## config.mk

```make
export PLATFORM = sky130hd
export DESIGN_NAME = pipe_stage_reg
export DESIGN_NICKNAME = d
export VERILOG_FILES = /design/src/rtl/pipe_pkg.sv /design/src/rtl/sat_counter.sv /design/src/rtl/pipe_stage_reg.sv
export SDC_FILE = /design/constraint.sdc
export NUM_CORES = 1
export LEC_CHECK = 0
export BUFFER_PORTS_ARGS = -buffer_cell sky130_fd_sc_hd__buf_2
export CAP_MARGIN = 30
export CORE_MARGIN = 8
export CORE_UTILIZATION = 53
export CTS_CLUSTER_SIZE = 20
export DETAILED_ROUTE_END_ITERATION = 12
export PLACE_DENSITY = 0.79
export SLEW_MARGIN = 20
export SYNTH_ARGS = -nofsm -noshare
export SYNTH_HDL_FRONTEND = slang
export SYNTH_SLANG_ARGS = --single-unit
```

## constraint.sdc

```tcl
create_clock -name clk -period 2 [get_ports clk]
set_input_delay 0.4 -clock clk [delete_from_list [all_inputs] [get_ports clk]]
set_output_delay 0.4 -clock clk [all_outputs]
set_load 0.05 [all_outputs]
```

## src/rtl/pipe_pkg.sv

```systemverilog
// Shared types and default widths for the generic inter-stage pipeline registers.
// Holds the handshake stage state encoding and the ID/EX payload layouts.
package pipe_pkg;

    localparam int PIPE_DATA_W = 128;
    localparam int PIPE_CTRL_W = 16;
    localparam int PIPE_CNT_W  = 16;

    typedef enum logic [1:0] {
        ST_EMPTY = 2'd0,
        ST_ONE   = 2'd1,
        ST_FULL  = 2'd2
    } stage_state_e;

    // ID/EX control bundle, 16 bits wide
    typedef struct packed {
        logic       reg_we;
        logic       mem_we;
        logic       mem_re;
        logic       alu_src;
        logic [1:0] wb_sel;
        logic [4:0] alu_op;
        logic [4:0] rd;
    } idex_ctrl_t;

    // ID/EX data bundle, 128 bits wide
    typedef struct packed {
        logic [31:0] rs1_val;
        logic [31:0] rs2_val;
        logic [31:0] imm;
        logic [26:0] pc_plus4;
        logic [4:0]  shamt;
    } idex_data_t;

endpackage

```

## src/rtl/sat_counter.sv

```systemverilog
// Saturating up-counter: increments on inc, sticks at all-ones, cleared by rst.
// One cycle from inc to updated count; never wraps.
module sat_counter #(
    parameter int W = 16
) (
    input  logic         clk,
    input  logic         rst,
    input  logic         inc,
    output logic [W-1:0] count
);

    logic [W-1:0] count_q;
    logic [W-1:0] count_d;

    always_comb begin
        count_d = count_q;
        if (inc && (count_q != {W{1'b1}})) begin
            count_d = count_q + 1'b1;
        end
    end

    always_ff @(posedge clk) begin
        if (rst) begin
            count_q <= '0;
        end else begin
            count_q <= count_d;
        end
    end

    assign count = count_q;

endmodule

```

## src/rtl/pipe_stage_reg.sv

```systemverilog
// Pipeline stage register with valid/ready, flush and bubble zeroing; 1-cycle latency, 1 beat/cycle.
// SKID=1 adds a skid entry so in_ready is registered; SKID=0 passes out_ready back combinationally.
module pipe_stage_reg
    import pipe_pkg::*;
#(
    parameter int DATA_W = PIPE_DATA_W,
    parameter int CTRL_W = PIPE_CTRL_W,
    parameter int SKID   = 1,
    parameter int CNT_W  = PIPE_CNT_W
) (
    input  logic              clk,
    input  logic              rst,
    input  logic              flush,
    input  logic              in_valid,
    output logic              in_ready,
    input  logic [DATA_W-1:0] in_data,
    input  logic [CTRL_W-1:0] in_ctrl,
    output logic              out_valid,
    input  logic              out_ready,
    output logic [DATA_W-1:0] out_data,
    output logic [CTRL_W-1:0] out_ctrl,
    output logic [CNT_W-1:0]  stall_cnt
);

    stage_state_e      state_q, state_d;
    logic [DATA_W-1:0] main_data_q, main_data_d;
    logic [CTRL_W-1:0] main_ctrl_q, main_ctrl_d;
    logic [DATA_W-1:0] skid_data_q, skid_data_d;
    logic [CTRL_W-1:0] skid_ctrl_q, skid_ctrl_d;
    logic              in_ready_q, in_ready_d;
    logic              in_fire;
    logic              out_fire;

    assign out_valid = (state_q != ST_EMPTY);
    // Without a skid entry FULL is unreachable: ONE only accepts when it also drains.
    assign in_ready  = (SKID != 0) ? in_ready_q : (!out_valid || out_ready);
    assign in_fire   = in_valid && in_ready;
    assign out_fire  = out_valid && out_ready;
    assign out_data  = main_data_q;
    assign out_ctrl  = out_valid ? main_ctrl_q : '0;

    always_comb begin
        state_d     = state_q;
        main_data_d = main_data_q;
        main_ctrl_d = main_ctrl_q;
        skid_data_d = skid_data_q;
        skid_ctrl_d = skid_ctrl_q;

        case (state_q)
            ST_EMPTY: begin
                if (in_fire) begin
                    state_d     = ST_ONE;
                    main_data_d = in_data;
                    main_ctrl_d = in_ctrl;
                end
            end
            ST_ONE: begin
                if (in_fire && out_fire) begin
                    main_data_d = in_data;
                    main_ctrl_d = in_ctrl;
                end else if (in_fire) begin
                    state_d     = ST_FULL;
                    skid_data_d = in_data;
                    skid_ctrl_d = in_ctrl;
                end else if (out_fire) begin
                    state_d = ST_EMPTY;
                end
            end
            ST_FULL: begin
                if (out_fire) begin
                    state_d     = ST_ONE;
                    main_data_d = skid_data_q;
                    main_ctrl_d = skid_ctrl_q;
                    skid_data_d = '0;
                    skid_ctrl_d = '0;
                end
            end
            default: begin
                state_d = ST_EMPTY;
            end
        endcase

        // Flush drops everything, including a beat the upstream saw accepted; out_data keeps its last value.
        if (flush) begin
            state_d     = ST_EMPTY;
            main_data_d = main_data_q;
            main_ctrl_d = '0;
            skid_data_d = '0;
            skid_ctrl_d = '0;
        end

        in_ready_d = (state_d != ST_FULL);
    end

    always_ff @(posedge clk) begin
        if (rst) begin
            state_q     <= ST_EMPTY;
            main_data_q <= '0;
            main_ctrl_q <= '0;
            skid_data_q <= '0;
            skid_ctrl_q <= '0;
            in_ready_q  <= 1'b1;
        end else begin
            state_q     <= state_d;
            main_data_q <= main_data_d;
            main_ctrl_q <= main_ctrl_d;
            skid_data_q <= skid_data_d;
            skid_ctrl_q <= skid_ctrl_d;
            in_ready_q  <= in_ready_d;
        end
    end

    sat_counter #(
        .W(CNT_W)
    ) u_stall_cnt (
        .clk  (clk),
        .rst  (rst),
        .inc  (out_valid && !out_ready),
        .count(stall_cnt)
    );

endmodule

```

==> metrics, run 1 <==
fin util=0.677; Syn-to-layout area delta=25.6%; leakage=7.17 nW; Synthesized Nets=1,442; Detailed Routing Iterations Pass 1=5; Yosys cell types=41; Crit. End Element=primary output; Slowest-stage cell, CP=dfxtp_1; #FFs+latches synth=307; reg2reg start=state_q[0]; global-route wire length before repair=~56 mm; clk sinks=approximately 300; Post-DRT Antenna Nets=0; worst path required time=1.60 ns; Crit Path Class=flip-flop to primary output; via count=11,268; Hold Vio Cnt, Final=0; Largest stage delay, worst path=0.39 ns; grt ovf=0; antenna violations before repair=6; post-detailed-routing wire length=35.6 mm; syn_area_per_cell=9.77 um2; Synth top area share=0.487; full die area=29,000 um2; status=complete, no violations; Worst-Margin Slew=0.850 ns; Seq/Total Area, Yosys=0.487; part of the power in combinational logic=0.142; switch share=0.269; Worst Setup Start Kind=flip-flop; 1st-iter DRT viols=approximately 960; Post-synth EDFFs=0; crit path time final=slightly below 2 ns; Sequential Power Share=0.439; synth warn=0; Max Cap Viol=0; maximum clock frequency=510 MHz; crit-path max FO=2; hold_sp=out_ready; Setup Skew=0.00928 ns; Longest Clk Path Bufs=3; vias in the first global route=between 10,000 and 15,000; setup TNS=0 ns; clock slew at reported path FFs=0.06 ns; Core ar.=23,400 um2; DPL Wire Length=between 20 and 25 mm; CTS Buf Count=31; worst hold path type=primary input to flip-flop; critical path startpoint=state_q[0]; Top delay family on crit path=flip-flops; Clk pwr share=0.419; clock latency on the worst-skew pair=around 0.54 ns; worst path bufs/invs=1; final cycle utilization of the critical path=0.980; Commonest cells post-synth=dfxtp_1, nor2_1, mux2i_1, a22oi_1, a21oi_1; Synth Instances=around 1,300; die height=around 170 um; PortBufs=310; Post-Syn Area=between 10,000 and 15,000 um2; Async S/R FF share, synth=0; Pwr per Cell Area=930 nW/um2; htree depth=1; GRT Total Usage=0.231; Synth Flop Type=dfxtp_1; P_int=0.0108 W; Root Driver=clkbuf_16; layout cells sized above 1=0.282; Setup Viol. Count Final=0; cell taking the most area after synthesis=dfxtp_1; Initial Utilization=0.539; critical path, cell by cell=nor2_4 > nor2b_1 > buf_2; RSZ-0062 raised after global routing=false; # fillers=1,821; CTS tree=done; # IOs=311; WP data arrival=1.56 ns; Slew Viols, Final=0; Max IR drop VDD=0.000673 V; largest net degree at the start of global routing=154; row count=56; top post-synthesis cells by area=dfxtp_1, mux2i_1, a311oi_1; final net count=1,688; routability cong.=0.809; top-count cell post-synth=dfxtp_1; Sw Pwr=around 0.0040 W; wire per inst=roughly 19 um; DRC=0; detailed-route vias per instance=about 6.0; die width=170 um; hold buffer count at CTS=0; Rel. slew slack=0.434
==> metrics by stage <==
step / power (W) / cell area (um2) / hold WS, ns / cells / setup WS, ns
after CTS: 0.0149 / 15800 / 0.0882 / 1876 / 0.0260
after global placement: 0.00864 / 14700 / 0.476 / 1823 / 0.147
after floorplan: 0.00801 / 12600 / 0.465 / 1292 / 0.0175
final: 0.0147 / 15800 / 0.115 / 1879 / 0.0401
after global routing: 0.0152 / 15800 / 0.101 / 1879 / 0.00145
after detailed placement: 0.00867 / 14700 / 0.482 / 1823 / 0.0498
==> registers in the layout, summed over array words and instances (netlist names) <==
register,cells
skid_data_q,128
skid_ctrl_q,16
in_ready,1
state_q,2
main_ctrl_q,16
out_data,128
u_stall_cnt.count,16
==> final cells by class <==
| class | count | area, um2 | share of cell area |
|---|---|---|---|
| Clock buffer | 34 | 807 | 0.0509 |
| Antenna cell | 3 | 7.51 | 0.000474 |
| Inverter | 9 | 38.8 | 0.00245 |
| Multi-Input combinational cell | 831 | 5790 | 0.365 |
| Tap cell | 319 | 399 | 0.0252 |
| Sequential cell | 307 | 6160 | 0.389 |
| Timing Repair Buffer | 358 | 2360 | 0.149 |
| Clock inverter | 18 | 282 | 0.0178 |
==> cells by family (layout without fill, tap and decap cells) <==
kind of cell    after synthesis  after routing  synth area share
flops                       307            307             0.487
other cells                   0              3                 0
simple gates                234            234            0.0819
compound gates              442            442             0.249
mux                         154            154             0.123
buf+inv                     154            419            0.0577
fa+ha+maj                     1              1          0.000992
==> final timing paths <==
kind                                  endpoint  slack, ns  cells after the start
worst max register to register     out_data[9]       0.06                      7
worst max-delay path              out_ctrl[15]       0.04                      3
worst min register to register  skid_ctrl_q[6]       0.50                      2
worst min-delay path                state_q[1]       0.11                      2
==> power groups by stage <==
stage	Sequential (W)	Clock [W]	Combinational, W
after global placement	0.00660	0	0.00204
after CTS	0.00647	0.00630	0.00209
after global routing	0.00649	0.00654	0.00222
after detailed placement	0.00660	0	0.00207
after floorplan	0.00722	0	0.000785
final	0.00647	0.00617	0.00209
==> placed cells by master (no fill, tap or decap), drive strengths merged, types with 2 or more instances in the layout <==
| cell | Yosys | layout |
|---|---|---|
| nor4 | 2 | 2 |
| nor3 | 4 | 4 |
| inv | 9 | 11 |
| dfxtp | 307 | 307 |
| mux2i | 146 | 146 |
| diode | 0 | 3 |
| a21oi | 138 | 138 |
| nor2 | 176 | 176 |
| buf | 57 | 353 |
| nand3 | 4 | 4 |
| and3b | 2 | 2 |
| o31ai | 3 | 3 |
| nand4 | 5 | 5 |
| a211oi | 20 | 20 |
| clkinvlp | 0 | 2 |
| nand2 | 4 | 4 |
| nor2b | 22 | 22 |
| and4 | 2 | 2 |
| mux2 | 8 | 8 |
| clkinv | 0 | 7 |
| a311oi | 129 | 129 |
| or4 | 3 | 3 |
| bufinv | 0 | 7 |
| and3 | 2 | 2 |
| nand2b | 4 | 4 |
| clkbuf | 88 | 39 |
| a22oi | 144 | 144 |
==> worst reg2reg max path, cell delays in order, from the launching register on <==
cell      delay, ns
dfxtp_1        0.34
buf_4          0.17
and3b_2        0.27
a31o_4         0.16
buf_12         0.22
buf_16         0.24
a21oi_1        0.10
a311oi_1       0.33
==> layer usage <==
metal / share of wire / GRT usage / up-vias
met4: 0.027 / 0.0801 / 6
met5: 0.00090 / 0 / -
met1: 0.41 / 0.287 / 5398
li1: - / - / 5373
met2: 0.48 / 0.388 / 421
met3: 0.082 / 0.0551 / 70
==> repair_timing <==
action / in CTS / in global routing
resized for setup: 2 / 10
buffers inserted: 1 / 0
pin swaps: 1 / 0
setup endpoints to repair: 17 / 28
Note: power is estimated with default switching activity, not from simulation.
==> inputs of run 2 (changes only) <==
--- a/config.mk
+++ b/config.mk
@@ -8,10 +8,11 @@
 export BUFFER_PORTS_ARGS = -buffer_cell sky130_fd_sc_hd__buf_2
 export CAP_MARGIN = 30
 export CORE_MARGIN = 8
-export CORE_UTILIZATION = 53
+export CORE_UTILIZATION = 57
+export CTS_CLUSTER_DIAMETER = 120
 export CTS_CLUSTER_SIZE = 20
 export DETAILED_ROUTE_END_ITERATION = 12
-export PLACE_DENSITY = 0.79
+export PLACE_DENSITY = 0.85
 export SLEW_MARGIN = 20
 export SYNTH_ARGS = -nofsm -noshare
 export SYNTH_HDL_FRONTEND = slang
==> constraint.sdc (replaced) <==
create_clock -name clk -period 2.3 [get_ports clk]
set_input_delay 0.46 -clock clk [delete_from_list [all_inputs] [get_ports clk]]
set_output_delay 0.46 -clock clk [all_outputs]
set_load 0.05 [all_outputs]
==> run 2 against run 1 <==
Effect of this change:
- combinational power shrank 16%
- critical path depth grew 3
- critical endpoint is now out_data[3]
- clock skew grew 0.010 ns
- core utilization grew 0.59 points
- clock power shrank 48%
- sequential power shrank 13%
- largest power group unchanged
- global-route usage grew 0.55 points
- critical path type is now flip-flop to flip-flop
- via count shrank 2.7%
- first-iteration DRC count grew 11%
==> metrics, run 2 (synthesized netlist as in run 1, its figures left out) <==
status=complete, no violations (unchanged); detailed-route vias per instance=6.10 (was 6.00); met1 wire length=13.8 mm (was 14.5 mm); WP data arrival=2.44 ns (was 1.56 ns); worst path required time=2.69 ns (was 1.60 ns); crit-path max FO=116 (was 2); worst path bufs/invs=2 (was 1); Detailed Routing Iterations Pass 1=5 (unchanged); Max Cap Viol=0 (unchanged); grt ovf=0 (unchanged); most frequent cells in the layout=buf_2, dfxtp_1, nor2_1 (unchanged); Crit Path Class=flip-flop to flip-flop (was flip-flop to primary output); Pwr per Cell Area=710 nW/um2 (was 930 nW/um2); antenna violations before repair=11 (was 6); global-route wire length before repair=54.0 mm (was 56.1 mm); Slowest-stage cell, CP=dfxtp_1 (unchanged); Top delay family on crit path=compound AO/OA/AOI/OAI gates (was flip-flops); post-detailed-routing wire length=34.2 mm (was 35.6 mm); PortBufs=310 (unchanged); Post-DRT Antenna Nets=0 (unchanged); vias in the first global route=10,534 (was 10,815); commonest non-fill, non-tap cell in the layout=buf_2 (unchanged); critical path, cell by cell=buf_4 > and3b_1 > a31o_4 > buf_12 > a21oi_1 > a311oi_1 (was nor2_4 > nor2b_1 > buf_2); CTS tree=done (unchanged); final net count=1,663 (was 1,688); # IOs=311 (unchanged); Post-CTS Repair Setup Buffers=0 (was 1); CTS Buf Count=19 (was 31); DPL Wire Length=22.6 mm (was 23.4 mm); GRT Total Usage=0.237 (was 0.231); clock slew at reported path FFs=0.08 ns (was 0.06 ns); htree depth=1 (unchanged); fin util=0.683 (was 0.677); Rel. slew slack=0.613 (was 0.434); Setup Skew=0.0195 ns (was 0.00928 ns); DRC=0 (unchanged); clk sinks=307 (unchanged); Largest stage delay, worst path=0.40 ns (was 0.39 ns); Max IR drop VDD=0.000546 V (was 0.000673 V); maximum clock frequency=approximately 490 MHz; routability cong.=0.796 (was 0.809); 1st-iter DRT viols=1,068 (was 962); wire per inst=19.1 um (was 19.0 um); row count=54 (was 56); setup TNS=0 ns (unchanged); layout cells sized above 1=0.253 (was 0.282); met2 routed wirelength=16.3 mm (was 17.2 mm); RSZ-0062 raised after global routing=false (unchanged); Gates resized, CTS repair=1 (was 2); Root Driver=clkbuf_16 (unchanged); hold buffer count at CTS=0 (unchanged); worst hold path type=primary input to flip-flop (unchanged); die height=165 um (was 170 um); Hold Vio Cnt, Final=0 (unchanged); die width=165 um (was 170 um); clock latency on the worst-skew pair=0.50 ns (was 0.54 ns); Slew Viols, Final=0 (unchanged); crit path time final=between 2 and 2.5 ns; Core ar.=21,800 um2 (was 23,400 um2); leakage=6.71 nW (was 7.17 nW); Crit. End Element=flip-flop (was primary output); via count=10,963 (was 11,268); final cycle utilization of the critical path=0.892; Initial Utilization=0.580 (was 0.539); largest net degree at the start of global routing=117 (was 154); Worst-Margin Slew=0.580 ns (was 0.850 ns); Syn-to-layout area delta=17.8% (was 25.6%); met3 routed WL=3.09 mm (was 2.91 mm); Longest Clk Path Bufs=3 (unchanged); # fillers=1,687 (was 1,821); highest routed layer=met5 (unchanged); Setup Viol. Count Final=0 (unchanged); Worst Setup Start Kind=flip-flop (unchanged); full die area=27,200 um2 (was 29,000 um2)
-- run 2: cell count changes in the layout (fill, tap and decap cells not counted), sizes merged --
cell | previous run | this run
inv | 11 | 9
clkinvlp | 2 | 0
diode | 3 | 4
clkinv | 7 | 1
buf | 353 | 345
clkbuf | 39 | 19
bufinv | 7 | 0
-- run 2: layer usage --
metal,GRT usage,vias up
met5,0,-
li1,-,5286
met2,0.393,431
met4,0.0864,14
met1,0.294,5155
met3,0.0573,77
-- run 2: worst register-to-register path: stages (launching register included) --
cell and delay (ns):
dfxtp_1 0.40, buf_4 0.20, and3b_1 0.27, a31o_4 0.18
buf_12 0.36, a21oi_1 0.24, a311oi_1 0.31
-- run 2: layout make-up --
cell class	count	area [um2]	share of cell area
flip-flops and latches	307	6150	0.414
multi-input cells	831	5780	0.389
repair buffers	345	2040	0.137
clock buffers	19	475	0.0320
well taps	280	350	0.0236
inverters	9	38.8	0.00261
clock inverters	1	16.3	0.00109
diodes	4	10.0	0.000674
-- run 2: path summary, 6_finish.rpt --
kind	endpoint	start	cells past startpoint	slack [ns]
max reg2reg	out_data[3]	state_q[1]	6	0.25
min	skid_data_q[96]	in_data[96]	3	0.22
min reg2reg	skid_data_q[18]	skid_data_q[18]	2	0.50
max	out_data[3]	state_q[1]	6	0.25
-- run 2: power by group --
group | switching (W) | internal (W)
sequential | 0.000111 | 0.00550
combinational | 0.00125 | 0.000509
clock | 0.00170 | 0.00149
total | 0.00306 | 0.00750
-- run 2: through the flow --
stage / instances / area [um2] / setup slack, ns / power (W) / hold WS (ns)
6_report: 1796 / 14900 / 0.247 / 0.0106 / 0.221
2_1_floorplan: 1292 / 12600 / 0.137 / 0.00696 / 0.465
3_3_place_gp: 1772 / 14400 / 0.405 / 0.00745 / 0.476
5_1_grt: 1796 / 14900 / 0.156 / 0.0110 / 0.213
4_1_cts: 1792 / 14800 / 0.0398 / 0.0106 / 0.208
3_5_place_dp: 1772 / 14400 / 0.280 / 0.00749 / 0.482
